## src/rtl/alu_seq_n_bit.sv

```systemverilog
// Clocked WIDTH-bit ALU with valid/ready handshake, persistent carry flag and a
// bit-serial rotate-through-carry. Define ALU_OVF_EN to add the registered overflow flag vf.
module alu_seq_n_bit #(
  parameter int WIDTH = 6,
  parameter int CNT_W = $clog2(WIDTH + 1)
) (
  input  logic             clk,
  input  logic             rst,
  input  logic             in_valid,
  output logic             in_ready,
  input  logic [WIDTH-1:0] a,
  input  logic [WIDTH-1:0] b,
  input  logic [2:0]       op,
  output logic             out_valid,
  output logic [WIDTH-1:0] r,
  output logic             cf,
  output logic             sf,
  output logic             zf
`ifdef ALU_OVF_EN
  ,
  output logic             vf
`endif
);

  typedef enum logic {IDLE, ROT} state_t;
  typedef enum logic [2:0] {
    OP_OR, OP_ADD, OP_ROL, OP_SUB, OP_AND, OP_XOR, OP_ZERO6, OP_ZERO7
  } op_t;

  localparam int M = WIDTH - 1;
  localparam logic [WIDTH-1:0] WIDTH_V = WIDTH'(WIDTH);

  state_t             state, state_n;
  logic [WIDTH-1:0]   w, w_n;
  logic               wcarry, wcarry_n;
  logic [CNT_W-1:0]   cnt, cnt_n;

  logic [WIDTH:0]     sum, diff;
  logic [CNT_W-1:0]   rot_n;
  logic [WIDTH-1:0]   step_w;
  logic               step_c;

  logic               commit;
  logic [WIDTH-1:0]   res;
  logic               res_cf;
  logic               res_zero_op;
`ifdef ALU_OVF_EN
  logic               res_vf;
`endif

  assign sum    = {1'b0, a} + {1'b0, b};
  assign diff   = {1'b0, a} - {1'b0, b};
  assign rot_n  = (b > WIDTH_V) ? CNT_W'(WIDTH) : CNT_W'(b);
  // One left step of the WIDTH+1-bit ring {wcarry, w}.
  assign step_w = {w[WIDTH-2:0], wcarry};
  assign step_c = w[M];

  assign in_ready = (state == IDLE);

  // NOTE: every signal written here gets a default first, so no path can infer a latch.
  always_comb begin
    state_n     = state;
    w_n         = w;
    wcarry_n    = wcarry;
    cnt_n       = cnt;
    commit      = 1'b0;
    res         = '0;
    res_cf      = cf;
    res_zero_op = 1'b0;
`ifdef ALU_OVF_EN
    res_vf      = 1'b0;
`endif
    case (state)
      IDLE: begin
        if (in_valid) begin
          commit = 1'b1;
          case (op_t'(op))
            OP_OR:  begin res = a | b; res_cf = 1'b0; end
            OP_AND: begin res = a & b; res_cf = 1'b0; end
            OP_XOR: begin res = a ^ b; res_cf = 1'b0; end
            OP_ADD: begin
              res    = sum[M:0];
              res_cf = sum[WIDTH];
`ifdef ALU_OVF_EN
              res_vf = (a[M] == b[M]) && (sum[M] != a[M]);
`endif
            end
            OP_SUB: begin
              res    = diff[M:0];
              res_cf = diff[WIDTH];
`ifdef ALU_OVF_EN
              res_vf = (a[M] != b[M]) && (diff[M] != a[M]);
`endif
            end
            OP_ROL: begin
              if (rot_n == '0) begin
                res = a;
              end else begin
                // Multi-cycle rotate: hold results until the last step commits.
                commit   = 1'b0;
                w_n      = a;
                wcarry_n = cf;
                cnt_n    = rot_n;
                state_n  = ROT;
              end
            end
            default: begin
              res         = '0;
              res_cf      = 1'b0;
              res_zero_op = 1'b1;
            end
          endcase
        end
      end
      ROT: begin
        w_n      = step_w;
        wcarry_n = step_c;
        cnt_n    = cnt - CNT_W'(1);
        if (cnt == CNT_W'(1)) begin
          commit  = 1'b1;
          res     = step_w;
          res_cf  = step_c;
          state_n = IDLE;
        end
      end
      default: state_n = IDLE;
    endcase
  end

  // NOTE: state registers use non-blocking assignments so every flop samples pre-edge values.
  always_ff @(posedge clk) begin
    if (rst) begin
      state     <= IDLE;
      w         <= '0;
      wcarry    <= 1'b0;
      cnt       <= '0;
      out_valid <= 1'b0;
      r         <= '0;
      cf        <= 1'b0;
      sf        <= 1'b0;
      zf        <= 1'b0;
`ifdef ALU_OVF_EN
      vf        <= 1'b0;
`endif
    end else begin
      state     <= state_n;
      w         <= w_n;
      wcarry    <= wcarry_n;
      cnt       <= cnt_n;
      out_valid <= commit;
      if (commit) begin
        r  <= res;
        cf <= res_cf;
        // ZERO deliberately reports zf=0 to match the legacy ALU.
        sf <= res_zero_op ? 1'b0 : res[M];
        zf <= !res_zero_op && (res == '0);
`ifdef ALU_OVF_EN
        vf <= res_vf;
`endif
      end
    end
  end

endmodule

```

## config.mk

```make
export PLATFORM = sky130hd
export DESIGN_NAME = alu_seq_n_bit
export DESIGN_NICKNAME = d
export VERILOG_FILES = /design/src/rtl/alu_seq_n_bit.sv
export SDC_FILE = /design/constraint.sdc
export NUM_CORES = 1
export LEC_CHECK = 0
export CAP_MARGIN = 10
export CORE_ASPECT_RATIO = 1.1
export CORE_UTILIZATION = 27
export CTS_BUF_LIST = sky130_fd_sc_hd__clkbuf_2 sky130_fd_sc_hd__clkbuf_4 sky130_fd_sc_hd__clkbuf_8
export DETAILED_ROUTE_END_ITERATION = 8
export HOLD_SLACK_MARGIN = 0.05
export PLACE_DENSITY_LB_ADDON = 0.05
export SLEW_MARGIN = 10
export SYNTH_ARGS = -nofsm -noshare
export SYNTH_HDL_FRONTEND = slang
export SYNTH_SLANG_ARGS = --single-unit
```

## constraint.sdc

```tcl
create_clock -name clk -period 5.2 [get_ports clk]
set_input_delay 0.52 -clock clk [delete_from_list [all_inputs] [get_ports clk]]
set_output_delay 0.52 -clock clk [all_outputs]
set_load 0.01 [all_outputs]
```

# Word-level counts from Yosys, hierarchy flattened

Index checks and enable logic that the tools add are counted.

Add/subtract/negate cells: 3
Magnitude comparators: 1
Eq/ne operators: 11
Muxes and demuxes: 36
Bitwise logic cells: 4
Reductions and logical operators: 8

Operators with widths:

| kind               | count |
|---|---|
| $mux 6             | 6 |
| $pmux 6 s6         | 1 |
| $pmux 6 s2         | 2 |
| $mux 1             | 17 |
| $mux 3             | 4 |
| $pmux 1 s2         | 4 |
| $add 6x6->7        | 1 |
| $sub 6x6->7        | 1 |
| $and 6x6->6        | 1 |
| $eq 3x1->1 const B | 2 |
| $eq 3x2->1 const B | 2 |
| $eq 3x3->1 const B | 2 |
| $gt 6x3->1 const B | 1 |
| $logic_not 3->1    | 2 |
| $logic_not 6->1    | 1 |
| $ne 2x2->1 const B | 3 |
| $or 6x6->6         | 1 |
| $pmux 3 s2         | 1 |
| $reduce_or 6->1    | 1 |
| $xor 6x6->6        | 1 |
| $ne 2x1->1 const B | 2 |
| $reduce_and 4->1   | 1 |
| $pmux 1 s3         | 1 |
| $reduce_and 3->1   | 1 |
| 4 further kinds    | 4 |

Flip-flop bits (word level): 21
Output and inout port bits: 11
Logic and storage cells: 72

# Depth between registers and ports, before layout

Word-level depth: 9
Gate-level depth with buffers: 10
Depth with buffers taken out: 10

# Worst setup path before layout

No wires, ideal clock.

Path kind: input port to flip-flop
Start point: input port a[0]
End point: register cf
Data arrival time: 2.285 ns
Data required time: 5.114 ns
Setup slack: 2.829 ns
Stages: 10
Cells stage by stage: inv_1 > ha_1 > inv_1 > fa_1 > nor2b_1 > o31ai_1 > o21ba_2 > o21bai_1 > a211o_1 > a211oi_1

Word-level cells in the longest chain between the ends: 4

Ends and longest elaborated chain:

| what                                              | RTL line | RTL |
|---|---|---|
| start, declared                                   | 11       | `input logic [WIDTH-1:0] a,` |
| $sub 6x6->7 / $add 6x6->7 (equally long branches) | 52, 51   |  |
| $pmux 1 s3 (*)                                    | 77       | `case (op_t'(op))` |
| $mux 1 (*)                                        | 75       | `if (in_valid) begin` |
| $pmux 1 s2 (*)                                    | 73       | `case (state)` |
| end signal, assigned                              | 153      | `cf <= res_cf;` |
| end, declared                                     | 16       | `output logic cf,` |

Mark *: on every way between the ends. The rest lies on a longest branch, timed or not. The select of a mux whose other input is x is not followed.
A chain may end at the register's enable or synchronous reset.

# Worst setup path in the final report

Ends and elaborated chain as after synthesis.

==> flow_summary.json <==
{
  "rr_endpoint": "zf",
  "grt_pass1_wl_mm": 10.3,
  "finalHoldViolCount": 0,
  "grt_pass1_vias": 1895,
  "drv_cap": 0,
  "reg2reg_depth": 6,
  "synth_top_family_by_area": "compound AO/OA/AOI/OAI gates",
  "synth-xor-area-share_pct": 1.31,
  "synthMuxAreaShare_pct": 2.07,
  "required_ps": 5370,
  "finalSetupViolCount": 0,
  "drt-total-wl_mm": 6.12,
  "die_y_um": 92.3,
  "post_cts_buffers": 0,
  "syn_nets": 304,
  "nets": 324,
  "r2r_slack_ps": 2950,
  "postCtsHoldBufs": 0,
  "min_period_ps": 2990,
  "drt_iter0_markers": 72,
  "port_buffers": 28,
  "post_drt_wl_per_cell_um": 16.6,
  "startpoint": "a[0]",
  "ys_seq_area_share_pct": 21.0,
  "critPathMaxFanout": 4,
  "numCtsBuffers": 3,
  "violations": "design-rule violations",
  "n_fill_cell": 780,
  "grt_max_degree": 26,
  "antenna_found_initial": 0,
  "worstSetupPathDepth": 11,
  "syn2layout_area_growth_pct": 18.8,
  "clock_path_buffers": 2,
  "ys_ff_latch": 21,
  "drc_errors": 4,
  "fmax_ghz": 0.334,
  "critPathKind": "input port to flip-flop",
  "worst_path_max_delay_cell": "clkdlybuf4s50_1",
  "crit_arrival_ps": 3160,
  "grtUsageTotal_pct": 16.9,
  "peakVddDrop_mv": 0.0707,
  "drt_pass1_iterations": 6,
  "maxSlewViolCount": 0,
  "clk_latency_ps": 260,
  "cts-resized-gates": 0,
  "rsz0062_at_grt": "false",
  "power_density_nw_per_um2": 186,
  "end_kind": "flip-flop",
  "synth_edf_count": 0,
  "root_buffer": "clkbuf_8",
  "rows": 32,
  "hp-class": "flip-flop to flip-flop",
  "die_area_sq_um": 7750,
  "grt_overflow_total": 0,
  "synth_cell_types": 58,
  "clk_pin_slew_worst_paths_ps": 70,
  "cp-endpoint": "cf",
  "drive_above_1_share_pct": 6.01,
  "ys_warn_count": 0,
  "outcome": "finished, violations left",
  "place.gp.congestion": 0.822,
  "synth_top_flop_cell": "dfxtp_1",
  "diodes": 0,
  "r2r-start": "state",
  "crit_family": "compound AO/OA/AOI/OAI gates",
  "synth.avg_cell_area_sq_um": 7.57,
  "ios": 29,
  "worstMarginPinSlew_ps": 895,
  "hold_slack_ps": 454,
  "final.setup.tns_ps": 0,
  "maxSlewHeadroom_pct": 40.1,
  "path_cells": "clkdlybuf4s50_1 > inv_1 > ha_1 > inv_1 > fa_1 > nor2b_1 > o31ai_1 > o21ba_2 > o21bai_1 > a211o_1 > a211oi_1",
  "p_leak_nw": 0.914,
  "die_x_um": 84.1,
  "synthArstFlopShare_pct": 0,
  "synthSimpleGateAreaFrac_pct": 25.3,
  "start_util_pct": 28.2,
  "cpPeakStageDelay_ps": 480,
  "post-route-period-util_pct": 57.5,
  "synth_compound_area_share_pct": 28.4,
  "h-tree-depth": 1,
  "cts_sinks": 21,
  "drtAntennaViolNets": 0,
  "synth_area_sq_um": 2000,
  "cts_tree": "yes",
  "place_hpwl_mm": 4.76,
  "synthAdderAreaFrac_pct": 14.5,
  "crit_path_start_kind": "input port",
  "synthCells": 264,
  "skew_ps": 2.69,
  "coreArea_sq_um": 7090,
  "cp.buffers_inverters": 3,
  "vias": 1924,
  "viasPerCell": 5.23,
  "cp_common_cell": "inv_1"
}
## logic make-up (layout without fill, tap and decap cells)
kind of cell	Yosys count	after routing
buffers and inverters	36	55
XOR/XNOR	3	3
AND/OR/NAND/NOR	92	92
AO/OA/AOI/OAI	86	86
flip-flops	21	21
adder cells (fa/ha/maj)	22	22
multiplexers	4	4
## synth_stat cells (3+ instances only)
library cell	count	area, sq um
or3_1	4	25.0
ha_1	20	250
nand2_1	29	109
o21ai_1	3	15.0
o31ai_1	3	22.5
nor2_1	14	52.6
a21o_1	3	22.5
a211oi_1	7	52.6
inv_1	22	82.6
a21oi_1	31	155
nand2b_1	6	37.5
nor2b_1	4	25.0
o21ai_0	10	50.1
mux2i_1	3	30.0
nand3_1	5	25.0
xnor2_1	3	26.3
dfxtp_1	21	420
clkbuf_1	6	22.5
nor3_1	10	50.1
nand4b_1	3	26.3
buf_2	6	30.0
o211ai_1	3	22.5
o21bai_1	3	22.5
and2_1	3	18.8
## through the flow
step	total power, mW	util, %	cells	cell area (sq um)	worst slack [ps]
after floorplan	0.275	-	264	2000	2830
after global placement	0.335	32.8	364	2330	1900
after detailed placement	0.333	32.8	364	2330	1960
after CTS	0.449	33.5	368	2370	2210
after global routing	0.477	33.5	368	2370	2030
final	0.442	33.5	368	2370	2210
## per-layer routing
metal / vias up / global-route usage [%] / part of all wire (%)
met4: 0 / 4.31 / 0.59
li1: 985 / - / -
met1: 901 / 23.9 / 49
met5: - / 0 / 0
met3: 2 / 0.990 / 3.2
met2: 36 / 28.0 / 47
## where the power goes
group	switching, mW	internal, mW	leakage [nW]
Clock	0.0530	0.0598	0.0262
Sequential	0.00726	0.170	0.171
Combinational	0.0833	0.0687	0.716
## layout by cell type, fill, tap and decap left out, types with 3 or more instances in the layout
cell type and n:
a21oi_1 31, nand2_1 29, clkdlybuf4s50_1 28, inv_1 22, dfxtp_1 21, ha_1 20, nor2_1 14, nor3_1 10
o21ai_0 10, a211oi_1 7, nand2b_1 6, nand3_1 5, nor2b_1 4, or3_1 4, mux2i_1 3, nand4b_1 3
o21ai_1 3, and2_1 3, xnor2_1 3, o31ai_1 3, o21bai_1 3, a21o_1 3, o211ai_1 3, clkbuf_8 3
## flip-flops by register name, indices dropped and copies added (netlist names)
name / flops
r: 6
cnt: 3
state: 1
out_valid: 1
wcarry: 1
sf: 1
zf: 1
w: 6
cf: 1
## final cells by class
cell class                 count  area (sq um)  share of cell area [%]
clock buffer                   4          48.8                    2.05
inverter                      23          86.3                    3.64
multi-input combinational    207          1430                    60.3
sequential                    21           420                    17.7
tap                           85           106                    4.48
timing repair buffer          28           280                    11.8
## worst register-to-register path: stages (launching register included)
cell and delay, ps:
dfxtp_1 700, and4bb_2 370, a2111oi_0 100, a311o_1 430
nor4b_2 330, nand4b_1 140, o21ai_1 120
## how the worst min path moves through the flow
stage           end    from  cells past startpoint
2_1_floorplan  w[1]    w[0]                      2
3_3_place_gp   r[5]    r[5]                      2
3_5_place_dp   r[5]    r[5]                      2
4_1_cts        r[5]    r[5]                      2
5_1_grt        w[0]  wcarry                      2
6_report       r[5]    r[5]                      2
(Power assumes the default switching activity.)
